File: src/rtl/instruction_decoder.sv
// ---------------------------------------------------------------------------
// instruction_decoder
//
// Captures a 16-bit instruction word into an instruction register (IR) and,
// on request, decodes it into registered opcode / register-select / immediate
// outputs. A small Gray-coded FSM tracks whether the IR holds an undecoded
// word. It also flags handshake-ordering mistakes with a one-cycle seq_err
// pulse.
//
// Ports
//   clock       : rising-edge clock
//   reset       : synchronous, active-low reset
//   data_in     : instruction word from the data bus
//   inst_wr     : capture data_in into the IR
//   decoder_en  : decode the IR into the output registers (1-cycle latency)
//   opcode      : IR[15:12] of the last decoded word
//   rD_sel      : IR[11:9] of the last decoded word
//   rA_sel      : IR[8:6]  of the last decoded word
//   rB_sel      : IR[5:3]  of the last decoded word
//   imm         : decoded immediate of the last decoded word
//   flag        : last decoded opcode equals ILLEGAL_OP
//   valid       : decoded outputs correspond to the current IR
//   seq_err     : one-cycle pulse on a handshake-ordering violation
// ---------------------------------------------------------------------------
module instruction_decoder #(
    parameter logic [3:0] ILLEGAL_OP = 4'b1011
) (
    input  logic        clock,
    input  logic        reset,
    input  logic [15:0] data_in,
    input  logic        inst_wr,
    input  logic        decoder_en,
    output logic [3:0]  opcode,
    output logic [2:0]  rD_sel,
    output logic [2:0]  rA_sel,
    output logic [2:0]  rB_sel,
    output logic [15:0] imm,
    output logic        flag,
    output logic        valid,
    output logic        seq_err
);

    localparam logic [3:0] OP_LOAD = 4'b0011;
    localparam logic [3:0] OP_JUMP = 4'b0101;

    // Gray-coded so that every legal transition flips a single bit.
    typedef enum logic [1:0] {
        EMPTY   = 2'b00,
        LOADED  = 2'b01,
        DECODED = 2'b11
    } state_t;

    state_t      state_q,   state_d;
    logic [15:0] ir_q,      ir_d;
    logic [3:0]  opcode_q,  opcode_d;
    logic [2:0]  rd_sel_q,  rd_sel_d;
    logic [2:0]  ra_sel_q,  ra_sel_d;
    logic [2:0]  rb_sel_q,  rb_sel_d;
    logic [15:0] imm_q,     imm_d;
    logic        flag_q,    flag_d;
    logic        seq_err_q, seq_err_d;

    // Immediate decode of the current IR contents.
    logic [15:0] imm_dec;

    always_comb begin
        imm_dec = 16'h0000;
        case (ir_q[15:12])
            OP_LOAD: imm_dec = ir_q[8] ? {ir_q[7:0], 8'h00} : {8'h00, ir_q[7:0]};
            OP_JUMP: imm_dec = {4'h0, ir_q[11:0]};
            default: imm_dec = 16'h0000;
        endcase
    end

    always_comb begin
        state_d   = state_q;
        ir_d      = ir_q;
        opcode_d  = opcode_q;
        rd_sel_d  = rd_sel_q;
        ra_sel_d  = ra_sel_q;
        rb_sel_d  = rb_sel_q;
        imm_d     = imm_q;
        flag_d    = flag_q;
        seq_err_d = 1'b0;

        if (inst_wr) begin
            // A write always wins over a simultaneous decode request; the
            // decoded outputs keep describing the previous word.
            ir_d      = data_in;
            state_d   = LOADED;
            seq_err_d = decoder_en || (state_q == LOADED);
        end else if (decoder_en) begin
            if (state_q == EMPTY) begin
                // Nothing to decode: report it and leave outputs alone.
                seq_err_d = 1'b1;
            end else begin
                // Re-decoding in DECODED reproduces identical outputs.
                opcode_d = ir_q[15:12];
                rd_sel_d = ir_q[11:9];
                ra_sel_d = ir_q[8:6];
                rb_sel_d = ir_q[5:3];
                imm_d    = imm_dec;
                flag_d   = (ir_q[15:12] == ILLEGAL_OP);
                state_d  = DECODED;
            end
        end
    end

    always_ff @(posedge clock) begin
        if (!reset) begin
            state_q   <= EMPTY;
            ir_q      <= 16'h0000;
            opcode_q  <= ILLEGAL_OP;
            rd_sel_q  <= 3'd0;
            ra_sel_q  <= 3'd0;
            rb_sel_q  <= 3'd0;
            imm_q     <= 16'h0000;
            flag_q    <= 1'b0;
            seq_err_q <= 1'b0;
        end else begin
            state_q   <= state_d;
            ir_q      <= ir_d;
            opcode_q  <= opcode_d;
            rd_sel_q  <= rd_sel_d;
            ra_sel_q  <= ra_sel_d;
            rb_sel_q  <= rb_sel_d;
            imm_q     <= imm_d;
            flag_q    <= flag_d;
            seq_err_q <= seq_err_d;
        end
    end

    assign opcode  = opcode_q;
    assign rD_sel  = rd_sel_q;
    assign rA_sel  = ra_sel_q;
    assign rB_sel  = rb_sel_q;
    assign imm     = imm_q;
    assign flag    = flag_q;
    assign valid   = (state_q == DECODED);
    assign seq_err = seq_err_q;

endmodule

File: config.mk
export PLATFORM = sky130hd
export DESIGN_NAME = instruction_decoder
export DESIGN_NICKNAME = d
export VERILOG_FILES = /design/src/rtl/instruction_decoder.sv
export SDC_FILE = /design/constraint.sdc
export NUM_CORES = 1
export LEC_CHECK = 0
export CAP_MARGIN = 0
export CORE_ASPECT_RATIO = 0.8
export CORE_UTILIZATION = 44
export CTS_BUF_LIST = sky130_fd_sc_hd__clkbuf_8
export DETAILED_ROUTE_END_ITERATION = 6
export GPL_TIMING_DRIVEN = 0
export PLACE_DENSITY = 0.83
export SETUP_SLACK_MARGIN = 0.02
export SYNTH_ARGS = -nofsm -noshare
export SYNTH_HDL_FRONTEND = slang
export SYNTH_SLANG_ARGS = --single-unit
File: constraint.sdc
create_clock -name clock -period 1.3 [get_ports clock]
set_input_delay 0.26 -clock clock [delete_from_list [all_inputs] [get_ports clock]]
set_output_delay 0.26 -clock clock [all_outputs]
set_load 0.005 [all_outputs]
# After elaboration in Yosys (flattened, before gate mapping)
# Index checks and enable logic that the tools add are counted.
[classes] reduce_logical=7 mux=8 bitwise_logic=3 n_eq_ne=6
[op_table] cell="case mux 16 bit (2 select lines)" n=1
[op_table] cell="2-to-1 mux 16 bit" n=1
[op_table] cell="2-to-1 mux 1 bit" n=6
[op_table] cell="equality test 4 x 2 -> 1 bit, second input constant" n=1
[op_table] cell="equality test 4 x 3 -> 1 bit, second input constant" n=1
[op_table] cell="equality test 4 bit, second input constant" n=1
[op_table] cell="AND reduction 2 bit" n=2
[op_table] cell="inverter 1 bit" n=3
[op_table] cell="AND reduction 3 bit" n=1
[op_table] cell="equality test 2 x 1 -> 1 bit, second input constant" n=1
[op_table] cell="equality test 2 bit, second input constant" n=1
[op_table] cell="zero test 2 bit" n=1
[op_table] cell="inequality test 2 bit, second input constant" n=1
[op_table] cell="nonzero test 2 bit" n=1
[op_table] cell="OR reduction 2 bit" n=1
[op_table] cell="logical OR 1 bit" n=1
[word_totals] word_cells=34 register_bits=49 output_inout_bits=32

# Longest topological paths before layout
[logic_depth] ltp_word=4 ltp_mapped=5

# Least setup slack after synthesis
# Ideal clock, no wire load.
[synth_path] path_type="flip-flop to flip-flop" start="register state_q[1]" end="register imm_q[10] (netlist: imm[10])" slack_ps=3 period_less_slack_ps=1297 arrival_time_ps=1178 n_path_buf=1 setup_time_ps=120 stages_incl_launch_ff=6 path_cell_list="dfxtp_1 -> nor2_1 -> or3b_4 -> buf_6 -> a221oi_2 -> nor2_1"
[synth_via] elab_chain_cells=3
[synth_lines] item="from (decl)" line_no="53" source="state_t state_q, state_d;"
[synth_lines] item="from (signal assigned)" line_no="121" source="state_q <= state_d;"
[synth_lines] item="zero test 2 bit" line_no="93" source="if (state_q == EMPTY) begin"
[synth_lines] item="inverter 1 bit (no source line)"
[synth_lines] item="AND reduction 3 bit (no source line)"
[synth_lines] item="to (signal assigned)" line_no="127" source="imm_q <= imm_d;"
[synth_lines] item="to (decl)" line_no="59" source="logic [15:0] imm_q, imm_d;"
# No other way between the ends.
# A chain may end at the register's enable or synchronous reset.

# Final worst setup path
[layout_path] start="register state_q[0]" end="register imm_q[11] (netlist: imm[11])"
# The elaborated chain is that of the path after synthesis.

==> run summary <==
status: finished, violations left
failing checks: negative setup slack
gr ovfl total: 0
final setup vio count: 29
drt via density: 5.19
Achievable Freq: 706 MHz
Initial Util: 47.8%
Root Buffer Master: clkbuf_8
M3 GR Usage: 7.64%
total track usage: 24.5%
syn_nets: 219
Synth cell types: 23
WL/cell: 15.6 um
Tcrit/Tclk final: 109%
worst vdd ir: 0.769 mV
antenna-violating nets left: 0
first-pass GRT wire length: 7.92 mm
CTS sink count: 49
Core ar.: 3980 um2
Ys Warns: 0
Final Hold Viols: 0
reg2reg start: state_q[0]
flop-to-flop setup slack: -0.12 ns
Rows: 20
flops & latches, synth: 49
DRC: 0
Setup CP Type: reg2reg
hold_sp: decoder_en
slowest stage cell, crit path: or3b_4
CP arrival: 1.62 ns
Synth Area in Simple Gates: 22.8%
mux contribution to synthesized area: 8.42%
Synth top area share: 51.5%
Startpoint Class: flip-flop
Slew Limit Fails: 0
sequential power share: 55.8%
die area: 4590 um2
worst path bufs/invs: 2
total wire length: 5.07 mm
worst-path cell chain: buf_6, nor2_4, or3b_4, buf_8, a221oi_2, nor2_1
synth top area cells: dfxtp_1 52%, mux2i_1 8.4%, nor2b_1 7.2%, nand2_1 7.1%, a21boi_1 6.7%
Clk pwr share: 31.4%
area delta synth->final: 55.1%
Initial DRC Count: 99
HP Class: in2reg
Synth Area in Adders: 0%
die height: 60.8 um
Layout Nets: 290
via count: 1686
Worst R2R End: imm[11]
Power per Cell Area: 975 nW/um2
crit path max fanout: 5
Combinational Power Share: 12.8%
area leader, netlist: dfxtp_1
global routing's busiest layer: met2
pin count of the biggest net entering global routing: 20
WHS Path Cells: 3
mapped cell area: 1900 um2
post-route minimum period: 1.42 ns
# IOs: 52
die width: 75.5 um
relative slew slack: 73.0%
MaxCap Viol Count: 0
unrepaired setup endpoints after global routing: true
Mapped Cells: 199
vias in the first global route: 1623
sequential share of the synthesized area: 51.5%
xor/xnor share of the synthesized area: 0%
endpoint class of the critical path: flip-flop
largest family of logic cells by synthesized area: simple AND/OR/NAND/NOR gates
initial antenna violation count: 0
maximum buffer depth of the clock tree: 2
Psw: 698 uW
Setup Skew: 0.00689 ns
sw frac: 24.3%
DR pass1 iterations: 4
Cells after DPL: 305
Compound-Gate Fraction of Synth Area: 13.5%
final instance area: 2950 um2
slowest stage delay, CP: 0.43 ns
measured slew at the worst slew-check pin: 0.405 ns
family with the most delay on the worst path: simple AND/OR/NAND/NOR gates
PortBufs: 51
CTS tree: yes
Min-Delay Endpoint: seq_err
Cell Int Power: 2.18 mW
Routability Congestion: 0.812
placed cell areas: 2490 um2
cells on worst reg2reg path: 6
H-tree levels: 2
worst path required time: 1.50 ns
Post-Layout Cell Count: 325
CTS buffer count: 5
syn_area_per_cell: 9.56 um2
HPWL after detailed placement: 3.23 mm
CTS clk-pin slew, worst paths: 0.08 ns
ant diodes: 0
GRT met1 Usage: 32.4%
Layout fillers: 293
share of post-route cells with drive strength above 1: 35.9%
Pleak: 1.31 nW
WHS: 0.429 ns
worst setup margin: -0.117 ns
setup TNS: -1.17 ns
met2 usage: 38.4%
clk_lat worst skew: 0.31 ns
==> through the flow <==
| step | worst slack, ns | total power, mW | util, % |
|---|---|---|---|
| after floorplan | 0.0597 | 1.77 | - |
| final | -0.117 | 2.88 | 74.2 |
| after detailed placement | -0.608 | 1.91 | 62.5 |
| after CTS | -0.119 | 2.84 | 70.0 |
| after global placement | -0.582 | 1.90 | 62.5 |
| after global routing | -0.156 | 3.00 | 74.2 |
==> logic make-up after synthesis <==
kind of cell / Yosys count
AND/OR/NAND/NOR: 85
flip-flops: 49
AO/OA/AOI/OAI: 36
multiplexers: 16
buffers and inverters: 13
==> final cells by class <==
| type | count | area [um2] | area share, % |
|---|---|---|---|
| buffer | 12 | 109 | 3.69 |
| clock buffer | 6 | 82.6 | 2.80 |
| clock inverter | 1 | 3.75 | 0.127 |
| multi-input combinational | 137 | 1030 | 34.8 |
| sequential | 49 | 1010 | 34.3 |
| tap | 55 | 68.8 | 2.33 |
| timing repair buffer | 65 | 647 | 21.9 |
==> power by group through the flow <==
stage                     clock network (mW)  logic, mW  registers, mW
final                                  0.903      0.368           1.61
after global routing                   0.995      0.396           1.61
after CTS                              0.911      0.337           1.60
after detailed placement                   0      0.284           1.63
after global placement                     0      0.277           1.63
after floorplan                            0      0.152           1.62
==> registers in the layout (all words and copies together) (netlist names) <==
signal   flops
imm         16
opcode       4
ir_q        16
seq_err      1
rB_sel       3
rD_sel       3
state_q      2
rA_sel       3
flag         1
==> placed cells by master (no fill, tap or decap), types with 4 or more instances in the layout <==
cell type,n
nand2_1,23
dfxtp_2,25
nand3_2,13
mux2i_1,16
clkbuf_8,6
dlygate4sd2_1,31
nand2_4,6
o21ai_1,8
clkdlybuf4s50_1,17
buf_6,9
nor2b_1,20
o21ai_2,4
a21boi_1,14
buf_4,5
nand2_2,7
dfxtp_1,24
==> what timing repair did <==
item | in CTS | in global routing
resized for setup | 83 | 48
setup endpoints to repair | 72 | 33
cloned | 3 | 1
buffers inserted | 10 | 0
pin swaps | 9 | 21
hold buffers | 0 | 0
==> cell usage after synthesis <==
master,n
a211oi_1,1
a21boi_1,17
a21oi_1,2
a221oi_2,3
and2_1,2
and3_1,1
buf_2,5
buf_4,2
buf_6,1
clkbuf_1,5
dfxtp_1,49
mux2i_1,16
nand2_1,36
nand3_1,15
nand4_1,1
nand4b_1,1
nor2_1,4
nor2b_1,22
nor3b_1,1
nor3b_4,1
o211ai_1,1
o21ai_1,12
or3b_4,1
==> tightest hold or removal path, cell delays in order <==
cell and delay [ns]:
dlygate4sd2_1 0.29, nand2_1 0.08, a21boi_1 0.06
==> worst max path at each step <==
stage                           from  cells after the start         to  slack, ns
final                     state_q[0]                      6    imm[11]      -0.12
after floorplan           state_q[1]                      5    imm[10]       0.06
after CTS                 state_q[0]                      6  rD_sel[0]      -0.12
after global placement         reset                      5     imm[9]      -0.58
after global routing      state_q[0]                      8       flag      -0.16
after detailed placement       reset                      5     imm[6]      -0.61
==> per-layer routing <==
layer	share of wire (%)	wire, um	vias up
met1	46	2310	811
met2	47	2380	53
met4	0.87	44	0
li1	-	-	817
met3	6.6	335	5
met5	0	0	-
No activity file was read; power rests on OpenSTA's default activity.
==> patch (config.mk and constraints unchanged) <==
`ir_q` and `imm_q` no longer have a reset.
--- a/src/rtl/instruction_decoder.sv
+++ b/src/rtl/instruction_decoder.sv
@@ -111,3 +111,2 @@
             state_q   <= EMPTY;
-            ir_q      <= 16'h0000;
             opcode_q  <= ILLEGAL_OP;
@@ -116,3 +115,2 @@
             rb_sel_q  <= 3'd0;
-            imm_q     <= 16'h0000;
             flag_q    <= 1'b0;
@@ -121,3 +119,2 @@
             state_q   <= state_d;
-            ir_q      <= ir_d;
             opcode_q  <= opcode_d;
@@ -126,3 +123,2 @@
             rb_sel_q  <= rb_sel_d;
-            imm_q     <= imm_d;
             flag_q    <= flag_d;
@@ -130,2 +126,7 @@
         end
+    end
+
+    always_ff @(posedge clock) begin
+        ir_q  <= ir_d;
+        imm_q <= imm_d;
     end
Check against the original RTL: differs if reset is asserted again (counterexample within 4 cycles, from zero or initial values and one cycle with reset low); with reset held inactive, the same outputs for 10 cycles.
==> patch against the original RTL <==
  * The run still ends with setup timing left
  * Cell count down 18%
  * Worst setup slack better by 13 ps
  * Core utilization down 6.2 points
  * Sequential share of layout area up 15 points
  * Combinational power down 7.3%
  * Power up 3.1%
  * Wire length down 20%
  * Synthesized cell count down 30%
  * Sequential cell count unchanged
  * Die area down 2.3%
  * Count of clock-buffer cells in the layout down 1
  * Cell area down 9.5%
  * Synthesized area down 2.4%
  * Critical path type unchanged
  * Largest cell class is now sequential cells
  * Largest power group unchanged
==> patch: results (changes against the original RTL) <==
Status
  • Status: finished with violations (unchanged)
  • Violated checks: setup timing (unchanged)

Timing
  • Clock skew: 5.59 ps (was 6.89 ps)
  • Post-route setup slack: -104 ps (was -117 ps)
  • Fin Setup TNS: -839 ps (was -1170 ps)
  • Hold WS: 264 ps (was 429 ps)
  • Count of final setup violators: 10 (was 29)
  • Slew of the pin with the lowest slew margin: 308 ps (was 405 ps)

Route
  • Routed length on met1: 1650 µm (was 2310 µm)
  • WL final: 4060 µm (was 5070 µm)
  • Initial DRC count: 89 (was 99)
  • DR WL met3: 212 µm (was 335 µm)
  • Number of vias per cell: 5.20 (was 5.19)

GRT
  • Number of global-route vias before repair: 1,326 (was 1,623)
  • Initial antenna violation count: 0 (unchanged)
  • GR Util All Layers: 20.2% (was 24.5%)
  • GR Util met2: 33.7% (was 38.4%)
  • M1 GR Usage: 23.1% (was 32.4%)
  • First-pass GRT wire length: 6280 µm (was 7920 µm)
  • Met3 Resource Use GR: 7.76% (was 7.64%)

Synthesis
  • Top cells by area, synth: edfxtp_1, dfxtp_1, and2_1 (was dfxtp_1, mux2i_1, nor2b_1)
  • Main synth FF type: edfxtp_1 (was dfxtp_1)
  • Commonest cells in the netlist: edfxtp_1, dfxtp_1, a21oi_1 (was dfxtp_1, nand2_1, nor2b_1)
  • Sequential element share of the synthesized area: 70.0% (was 51.5%)
  • Post-Syn Nets: 159 (was 219)
  • Post-synth EDFFs: 32 (was 0)
  • Synth cell types: 31 (was 23)
  • Post-Syn Instances: 139 (was 199)

Cells and area
  • Layout cells sized above 1: 27.1% (was 35.9%)
  • Finished Layout Cells: 265 (was 325)

Worst setup path
  • Reg2Reg Capture Point: imm[2] (was imm[11])
  • Slowest-stage cell, CP: edfxtp_1 (was or3b_4)
  • Crit path from: ir_q[8] (was state_q[0])
  • CP peak stage delay: 460 ps (was 430 ps)
  • R2R cell count: 3 (was 6)
  • Arr. time, crit path: 1580 ps (was 1620 ps)

Hold path
  • Worst hold start: inst_wr (was decoder_en)
  • WHS Endpoint: state_q[1] (was seq_err)
  • Worst hold stages: 2 (was 3)

Power
  • Net Sw Power: 0.675 mW (was 0.698 mW)
  • Maximum vdd drop: 0.000710 V (was 0.000769 V)
  • Static leakage: 1.01 nW (was 1.31 nW)

Place
  • Detailed placement HPWL: 2740 µm (was 3230 µm)
  • Routability Congestion: 0.817 (was 0.812)
  • Placed Cells: 245 (was 305)
  • Post-Place Cell Area: 0.00246 mm² (was 0.00249 mm²)

Clocking
  • Worst skew pair latency: 300 ps
-- patch: cell count changes in the layout (fill, tap and decap cells not counted), moves of 15 or more --
cell	delta
nand2_1	-21
dfxtp_1	-16
dfxtp_2	-18
nor2b_1	-20
mux2i_1	-15
edfxtp_1	+32
-- patch: worst max path at each step --
stage,end,slack [ps],cells after the start
CTS,imm[2],-150,4
detailed placement,imm[14],-1220,4
floorplan,imm[0],-20,4
finish,imm[2],-100,3
global route,imm[2],-160,3
global placement,imm[2],-1140,4
-- patch: cell families after synthesis --
kind of cell,share of synthesized area [%]
buffers and inverters,1.82
flip-flops,70.0
multiplexers,0.539
AO/OA/AOI/OAI,11.2
AND/OR/NAND/NOR,16.4
-- patch: layout make-up --
class / instances / area, µm²
inverter: 2 / 7.51
clock buffer: 5 / 68.8
sequential: 49 / 1320
buffer: 5 / 31.3
multi-input combinational: 83 / 594
clock inverter: 3 / 12.5
timing repair buffer: 63 / 571
fill: 299 / 1260
tap: 55 / 68.8
-- patch: power groups by stage --
stage	clock network (mW)	logic (mW)	registers, mW
4_1_cts	0.850	0.315	1.79
6_report	0.835	0.341	1.79
2_1_floorplan	0	0.124	1.81
3_3_place_gp	0	0.285	1.82
5_1_grt	0.922	0.371	1.80
3_5_place_dp	0	0.295	1.83
-- patch: through the flow --
stage / power, mW / worst slack, ps
after floorplan: 1.94 / -22.8
after global placement: 2.11 / -1140
after detailed placement: 2.12 / -1220
after CTS: 2.95 / -148
after global routing: 3.09 / -156
final: 2.97 / -104
-- patch: repair_timing --
| action | in CTS | in global routing |
|---|---|---|
| setup endpoints to repair | 89 | 25 |
| gates cloned | 1 | 0 |
| resized for setup | 60 | 14 |
| pin swaps | 10 | 7 |
| hold endpoints to repair | 0 | 0 |
| setup buffers | 7 | 6 |
